===== config.mk =====
export PLATFORM = sky130hd
export DESIGN_NAME = varint_encoder_fsm_flat
export DESIGN_NICKNAME = d
export VERILOG_FILES = /design/src/rtl/varint_encoder_fsm_if.sv /design/src/rtl/varint_encoder_fsm.sv /design/src/flat_wrapper.sv
export SDC_FILE = /design/constraint.sdc
export NUM_CORES = 1
export LEC_CHECK = 0
export CAP_MARGIN = 20
export CORE_MARGIN = 3
export CORE_UTILIZATION = 55
export DETAILED_ROUTE_END_ITERATION = 7
export PLACE_DENSITY = 0.86
export SETUP_SLACK_MARGIN = 0.5
export SYNTH_ARGS = -nofsm -noshare
export SYNTH_HDL_FRONTEND = slang
export SYNTH_SLANG_ARGS = --single-unit

===== constraint.sdc =====
create_clock -name clk -period 2.99 [get_ports clk]
set_input_delay 0.4485 -clock clk [delete_from_list [all_inputs] [get_ports clk]]
set_output_delay 0.4485 -clock clk [all_outputs]
set_load 0.05 [all_outputs]

===== src/rtl/varint_encoder_fsm_if.sv =====
// varint_encoder_fsm_if
//   Bundles the field-input handshake and the varint FIFO-pair write port
//   of the varint encoder into one interface.
//
//   Field input : in_valid, in_ready, in_value[63:0], in_index[9:0], in_zigzag
//   FIFO side   : fifo_full, fifo_clr, fifo_push, fifo_data[7:0], fifo_index[9:0]
//   Status      : enc_done (pulse on a field's final byte), enc_len[3:0]
//
//   Modports:
//     slave  - the encoder itself (accepts fields, drives the FIFO write port)
//     master - the environment (offers fields, reports FIFO full, sees pushes)
interface varint_encoder_fsm_if;
  logic        in_valid;
  logic        in_ready;
  logic [63:0] in_value;
  logic [9:0]  in_index;
  logic        in_zigzag;
  logic        fifo_full;
  logic        fifo_clr;
  logic        fifo_push;
  logic [7:0]  fifo_data;
  logic [9:0]  fifo_index;
  logic        enc_done;
  logic [3:0]  enc_len;

  modport slave (
    input  in_valid, in_value, in_index, in_zigzag, fifo_full,
    output in_ready, fifo_clr, fifo_push, fifo_data, fifo_index, enc_done, enc_len
  );

  modport master (
    output in_valid, in_value, in_index, in_zigzag, fifo_full,
    input  in_ready, fifo_clr, fifo_push, fifo_data, fifo_index, enc_done, enc_len
  );
endinterface


===== src/rtl/varint_encoder_fsm.sv =====
// varint_encoder_fsm
//   Encodes one 64-bit field value (optionally zig-zag mapped) as a protobuf
//   base-128 varint and writes it one byte per cycle into the varint
//   data/index FIFO pair. Every byte carries the field's 10-bit index tag.
//
//   Ports:
//     clk   - clock, rising edge
//     reset - synchronous, active-high
//     bus   - varint_encoder_fsm_if.slave: field handshake, FIFO write port,
//             enc_done/enc_len completion status
module varint_encoder_fsm (
  input  logic clk,
  input  logic reset,
  varint_encoder_fsm_if.slave bus
);

  typedef enum logic [2:0] {
    INIT = 3'b001,
    IDLE = 3'b010,
    EMIT = 3'b100
  } state_t;

  state_t      state_q, state_d;
  logic [63:0] shreg_q, shreg_d;
  logic [9:0]  index_q, index_d;
  logic [3:0]  count_q, count_d;

  logic        more;
  logic [63:0] load_value;

  // A continuation bit is needed whenever anything remains above the low 7 bits.
  assign more = |shreg_q[63:7];

  // Zig-zag maps signed values so small magnitudes give short encodings.
  assign load_value = bus.in_zigzag ?
                      ((bus.in_value << 1) ^ {64{bus.in_value[63]}}) :
                      bus.in_value;

  // Next-state and output decode. Handshake/push outputs are forced low while
  // reset is held so a byte presented in the reset cycle is never written.
  always_comb begin
    state_d        = state_q;
    shreg_d        = shreg_q;
    index_d        = index_q;
    count_d        = count_q;
    bus.in_ready   = 1'b0;
    bus.fifo_clr   = 1'b0;
    bus.fifo_push  = 1'b0;
    bus.enc_done   = 1'b0;
    bus.enc_len    = 4'd0;
    // Data/index are driven continuously so they stay stable within a cycle.
    bus.fifo_data  = {more, shreg_q[6:0]};
    bus.fifo_index = index_q;

    case (state_q)
      INIT: begin
        bus.fifo_clr = 1'b1;
        count_d      = 4'd0;
        state_d      = IDLE;
      end

      IDLE: begin
        bus.in_ready = ~reset;
        if (bus.in_valid) begin
          shreg_d = load_value;
          index_d = bus.in_index;
          count_d = 4'd0;
          state_d = EMIT;
        end
      end

      EMIT: begin
        // A full FIFO holds everything in place; the pending byte is unchanged.
        if (!bus.fifo_full) begin
          bus.fifo_push = ~reset;
          shreg_d       = shreg_q >> 7;
          count_d       = count_q + 4'd1;
          if (!more) begin
            bus.enc_done = ~reset;
            bus.enc_len  = reset ? 4'd0 : (count_q + 4'd1);
            state_d      = IDLE;
          end
        end
      end

      default: begin
        state_d = INIT;
      end
    endcase
  end

  // State registers; reset discards any partially emitted field.
  always_ff @(posedge clk) begin
    if (reset) begin
      state_q <= INIT;
      shreg_q <= 64'd0;
      index_q <= 10'd0;
      count_q <= 4'd0;
    end else begin
      state_q <= state_d;
      shreg_q <= shreg_d;
      index_q <= index_d;
      count_q <= count_d;
    end
  end

endmodule


===== src/flat_wrapper.sv =====
// flat-port wrapper written by rule: the top's interface ports become plain ports
module varint_encoder_fsm_flat 
  (clk, reset, bus_in_valid, bus_in_value, bus_in_index, bus_in_zigzag, bus_fifo_full, bus_in_ready, bus_fifo_clr, bus_fifo_push, bus_fifo_data, bus_fifo_index, bus_enc_done, bus_enc_len);
  varint_encoder_fsm_if bus_i ();
  input  logic clk;
  input  logic reset;
  input wire logic [$bits(bus_i.in_valid)-1:0] bus_in_valid;
  input wire logic [$bits(bus_i.in_value)-1:0] bus_in_value;
  input wire logic [$bits(bus_i.in_index)-1:0] bus_in_index;
  input wire logic [$bits(bus_i.in_zigzag)-1:0] bus_in_zigzag;
  input wire logic [$bits(bus_i.fifo_full)-1:0] bus_fifo_full;
  output wire logic [$bits(bus_i.in_ready)-1:0] bus_in_ready;
  output wire logic [$bits(bus_i.fifo_clr)-1:0] bus_fifo_clr;
  output wire logic [$bits(bus_i.fifo_push)-1:0] bus_fifo_push;
  output wire logic [$bits(bus_i.fifo_data)-1:0] bus_fifo_data;
  output wire logic [$bits(bus_i.fifo_index)-1:0] bus_fifo_index;
  output wire logic [$bits(bus_i.enc_done)-1:0] bus_enc_done;
  output wire logic [$bits(bus_i.enc_len)-1:0] bus_enc_len;
  assign bus_i.in_valid = bus_in_valid;
  assign bus_i.in_value = bus_in_value;
  assign bus_i.in_index = bus_in_index;
  assign bus_i.in_zigzag = bus_in_zigzag;
  assign bus_i.fifo_full = bus_fifo_full;
  assign bus_in_ready = bus_i.in_ready;
  assign bus_fifo_clr = bus_i.fifo_clr;
  assign bus_fifo_push = bus_i.fifo_push;
  assign bus_fifo_data = bus_i.fifo_data;
  assign bus_fifo_index = bus_i.fifo_index;
  assign bus_enc_done = bus_i.enc_done;
  assign bus_enc_len = bus_i.enc_len;
  varint_encoder_fsm u_core (.clk(clk), .reset(reset), .bus(bus_i));
endmodule

==> results of run 1 <==
per-layer routing:
metal,up-vias,routed length (um)
met5,-,0
li1,2352,-
met2,283,6570
met4,0,269
met1,2274,5450
met3,35,1170
final cells by class:
type / instances / area [sq um] / area share (%)
Clock buffer: 9 / 124 / 1.98
Clock inverter: 7 / 103 / 1.64
Inverter: 3 / 11.3 / 0.180
Multi-Input combinational cell: 472 / 2980 / 47.7
Sequential cell: 81 / 1630 / 26.1
Tap cell: 105 / 131 / 2.10
Timing Repair Buffer: 121 / 1270 / 20.3
sequential cells by signal (all words and copies together) (netlist names):
signal,count
u_core.shreg_q,64
u_core.state_q,3
u_core.bus.fifo_index,10
u_core.count_q,4
power by group:
part	total, mW	internal [mW]	switching (mW)	leakage [nW]
clock	0.907	0.479	0.429	0.104
sequential	1.20	1.14	0.0649	0.658
combinational	0.763	0.353	0.410	1.48
critical path, stage by stage, from the launching register on:
cell and delay [ns]:
dfxtp_2 0.35, nor4_4 0.29, nand4_1 0.16, or3_4 0.47, buf_4 0.17, nor3_4 0.18, buf_12 0.17
path summary, 6_finish.rpt:
path                                                  to  cells past startpoint                startpoint  slack [ns]
worst min register to register  u_core.bus.fifo_index[5]                      2  u_core.bus.fifo_index[5]        0.46
worst max-delay path                      bus_enc_len[3]                      6         u_core.shreg_q[7]        0.40
worst max register to register        u_core.shreg_q[26]                      5         u_core.state_q[1]        1.05
worst min-delay path            u_core.bus.fifo_index[5]                      2  u_core.bus.fifo_index[5]        0.46
metrics by stage:
step	std cells	hold slack, ns	cell area, sq um	setup WS (ns)	utilization [%]
2_1_floorplan	624	0.437	4830	0.533	-
5_1_grt	798	0.479	6250	0.377	75.3
3_5_place_dp	777	0.448	5880	0.501	70.8
3_3_place_gp	777	0.441	5880	0.558	70.8
6_report	798	0.457	6250	0.396	75.3
4_1_cts	797	0.461	6190	0.400	74.6
cell usage after synthesis, types with 2 or more instances:
library cell / n
o211ai_1: 2
nor2b_1: 2
clkbuf_1: 42
a21oi_1: 80
nand2b_1: 3
nand2_1: 24
a22oi_1: 6
nor4_1: 14
xnor2_1: 64
a221oi_2: 10
nor2_1: 128
nand4_1: 3
nor3_1: 8
buf_4: 11
buf_6: 3
or3b_2: 2
a221oi_1: 46
o21ai_0: 57
a31oi_1: 2
or3b_1: 2
buf_2: 12
inv_1: 3
dfxtp_1: 81
nand3_1: 6
logic make-up after synthesis:
family / Yosys count / synth area share (%)
flops: 81 / 34.0
fa+ha+maj: 1 / 0.262
mux: 1 / 0.210
simple gates: 197 / 17.9
compound gates: 208 / 28.4
buf+inv: 71 / 7.24
xor+xnor: 65 / 11.9
what timing repair did:
| item | 4_1_cts | 5_1_grt |
|---|---|---|
| hold endpoints to repair | 0 | 0 |
| pin swaps | 6 | 6 |
| endpoints found under the setup margin | 7 | 6 |
| gates resized for setup | 14 | 10 |
| buffers inserted | 4 | 1 |
| cloned | 0 | 0 |
==> metrics.txt, run 1 <==
clk slew on worst S/H paths 0.09 ns; CP max FO 7; post-synthesis sequential area ratio 34.0%; Critical Path Sink Type output pin; Netlist cell types 37; die area 0.00982 sq mm; H-tree Lvls 3; DR DRC count 0; Final Skew 0.0132 ns; first-pass GRT wire length 21.5 mm; EDFF count, synth 0; layout cell share with drive strength beyond 1 12.1%; grt total ovfl 0; total power 2.87 mW; relative slew slack 51.6%; WP data required 2.54 ns; Num CTS Buffers 9; most frequent cells in the layout nor2_1, clkdlybuf4s50_1, a21oi_1; min Tclk post-route 2.59 ns; Yosys warning count 0; FP Rows 33; Mapped Cells 624; Crit Path Class register to output pin; P&R area growth vs syn 31.1%; post-synthesis area per instance 7.64 sq um; Synth Cell Area 0.00477 sq mm; outcome completed; Hold Vio Cnt, Final 0; setup tns final 0 ns; maxcap violations 0; total number of vias 4944; wire length per cell 16.9 um; final wirelength 13.5 mm; most common cell after layout, fill and taps aside nor2_1; initial core utilization 57.5%; crit share post-route 86.8%; Via-to-Cell Ratio 6.20; hold buffers post-CTS 0; initial antenna violation count 0; Detailed Place HPWL 8.84 mm; crit path DAT 2.15 ns; Max Slew Vio Count 0; RSZ-0062 raised after global routing yes; core area 0.00830 sq mm; Most Crowded Layer GR met2; Worst Hold Class register to register; TritonCTS clock tree built; placer's final routability congestion estimate 0.823; P per Cell Area 459 mW/mm^2; 1st-pass router iterations 6; Synth Net Count 704; fmax 385 MHz; post-synth top area cell dfxtp_1; Synth top area share 34.0%; Final setup viols 0; All-Layer GR Usage 26.5%; Skew-Pair Late Insertion Delay 0.35 ns; I/O pin cnt 105; clk sinks 81; vias in the first global route 4528; largest net degree at the start of global routing 70; Max clock buf depth 2; Leakage Power 2.24 nW; synthesized flop and latch total 81; nets 768; Main synth FF type dfxtp_1; top cells by area, synth dfxtp_1, xnor2_1, nor2_1; Die Ht 99.1 um; initial drt markers 498; die width 99.1 um; Worst Tran Pin Value 0.726 ns; post-synthesis async set-or-reset flop share 0%; grt met3 use 4.56%; root buffer cell clkbuf_8; Buffers on Ports 104; grt met1 use 35.2%; Antenna Violating Nets Remaining 0; ant diodes 0; Startpoint Class register; filler cell count 602; met2 Use GR 43.6%; maximum VDD drop 0.271 mV
(Power assumes the default switching activity.)
==> inputs of run 2 (changes only) <==
--- a/config.mk
+++ b/config.mk
@@ -11,6 +11,7 @@
 export DETAILED_ROUTE_END_ITERATION = 7
 export PLACE_DENSITY = 0.86
 export SETUP_SLACK_MARGIN = 0.5
+export SLEW_MARGIN = 10
 export SYNTH_ARGS = -nofsm -noshare
 export SYNTH_HDL_FRONTEND = slang
 export SYNTH_SLANG_ARGS = --single-unit
==> constraint.sdc (replaced) <==
create_clock -name clk -period 2.99 [get_ports clk]
set_input_delay 0.4485 -clock clk [delete_from_list [all_inputs] [get_ports clk]]
set_output_delay 0.4485 -clock clk [all_outputs]
set_load 0.1 [all_outputs]
==> metrics.txt, run 2 (same netlist as run 1, synthesis figures left out) <==
Most Crowded Layer GR met2; root buffer cell clkbuf_8; TritonCTS clock tree built; initial drt markers 546; Worst Hold End u_core.bus.fifo_index[0]; Worst Hold Class register to register; Register-to-Register Setup Slack 0.93 ns; grt met1 use 35.6%; maxcap violations 0; most flop-heavy register u_core.shreg_q; most common cell after layout, fill and taps aside nor2_1; worst reg2reg path endpoint u_core.state_q[2]; HP Start u_core.bus.fifo_index[0]; ant diodes 0; placer's final routability congestion estimate 0.866; H-tree Lvls 3; 1st-pass router iterations 5; max FFs per register 64; hold buffers post-CTS 0; clk sinks 81; fin worst setup slack 0.434 ns; outcome completed; I/O pin cnt 105; placed cell area 0.00585 sq mm; crit path DAT 2.11 ns; nets 772; fmax 391 MHz; largest net degree at the start of global routing 88; Num CTS Buffers 9; Max Slew Vio Count 0; Die Ht 99.1 um; reg2reg start u_core.shreg_q[48]; Max clock buf depth 2; Via-to-Cell Ratio 6.08; Final Instance Area 0.00618 sq mm; Detailed Place HPWL 9.06 mm; FP Rows 33; area occupied by multi-input gates 0.00296 sq mm; min Tclk post-route 2.56 ns; All-Layer GR Usage 26.7%; DR DRC count 0; P per Cell Area 460 mW/mm^2; first-pass GRT wire length 21.6 mm; Antenna Violating Nets Remaining 0; Startpoint Class register; crit share post-route 85.5%; initial antenna violation count 0; relative slew slack 39.7%; Worst Tran Pin Value 0.905 ns; grt total ovfl 0; met2 Use GR 44.0%; wire length per cell 16.8 um; filler cell count 611; maximum VDD drop 0.233 mV; vias in the first global route 4457; total power 2.84 mW; P&R area growth vs syn 29.7%; initial core utilization 57.5%; clk slew on worst S/H paths 0.09 ns; worst hold stages 2; layout cell share with drive strength beyond 1 14.9%; die width 99.1 um; Crit Path Class register to output pin; WP data required 2.54 ns; register area 0.00164 sq mm; Leakage Power 2.27 nW; CP max FO 6; grt met3 use 4.77%; total number of vias 4878; worst r2r path cells 6; Buffers on Ports 104; final wirelength 13.5 mm; Critical Path Sink Type output pin; Hold Vio Cnt, Final 0; most frequent cells in the layout nor2_1, a21oi_1, clkdlybuf4s50_1; core area 0.00830 sq mm; Place WS 0.441 ns; Final Skew 0.0107 ns; Skew-Pair Late Insertion Delay 0.35 ns; RSZ-0062 raised after global routing yes; Final setup viols 0; die area 0.00982 sq mm
==> run 2: routing by layer <==
metal / wire length [um] / share of wire (%) / up-vias
li1: - / - / 2363
met1: 5550 / 41 / 2251
met2: 6580 / 49 / 237
met3: 1090 / 8.1 / 27
met4: 242 / 1.8 / 0
met5: 0 / 0 / -
==> run 2: what timing repair did <==
action | CTS | global route
resized for setup | 14 | 6
pin swaps | 11 | 5
buffers inserted | 5 | 3
endpoints found under the setup margin | 6 | 6
==> run 2: how the worst max path moves through the flow <==
stage | endpoint | slack, ns | start | depth (start not counted)
floorplan | bus_enc_len[0] | -0.21 | u_core.state_q[2] | 5
global placement | u_core.shreg_q[19] | 0.50 | bus_fifo_full | 6
detailed placement | u_core.shreg_q[13] | 0.44 | bus_fifo_full | 6
CTS | bus_fifo_data[7] | 0.47 | u_core.shreg_q[7] | 5
global route | bus_enc_done | 0.37 | u_core.shreg_q[29] | 6
finish | bus_enc_done | 0.43 | u_core.shreg_q[48] | 6
==> run 2: report_power, final <==
group / switching [mW] / total, mW / internal (mW)
Clock: 0.436 / 0.769 / 0.333
Sequential: 0.0581 / 1.19 / 1.14
Combinational: 0.500 / 0.879 / 0.379
Total: 0.995 / 2.84 / 1.85
==> run 2: critical path: stages (launching register included) <==
cell and delay (ns):
dfxtp_1 0.37, nor4_2 0.28, nand4_1 0.15, or3_4 0.50
buf_6 0.17, nor2_4 0.10, buf_12 0.18
==> run 2: stage by stage <==
| step | cells | hold slack, ns | utilization, % | setup TNS, ns |
|---|---|---|---|---|
| 2_1_floorplan | 624 | 0.437 | - | -0.866 |
| 3_3_place_gp | 778 | 0.443 | 70.5 | 0 |
| 3_5_place_dp | 778 | 0.449 | 70.5 | 0 |
| 4_1_cts | 799 | 0.462 | 73.9 | 0 |
| 5_1_grt | 802 | 0.483 | 74.5 | 0 |
| 6_report | 802 | 0.459 | 74.5 | 0 |
==> run 2: cell type report <==
class	instances	share of cell area (%)
Clock inverter	6	0.789
Tap cell	105	2.12
Sequential cell	81	26.5
Inverter	3	0.182
Timing Repair Buffer	125	20.3
Clock buffer	10	2.23
Multi-Input combinational cell	472	47.9
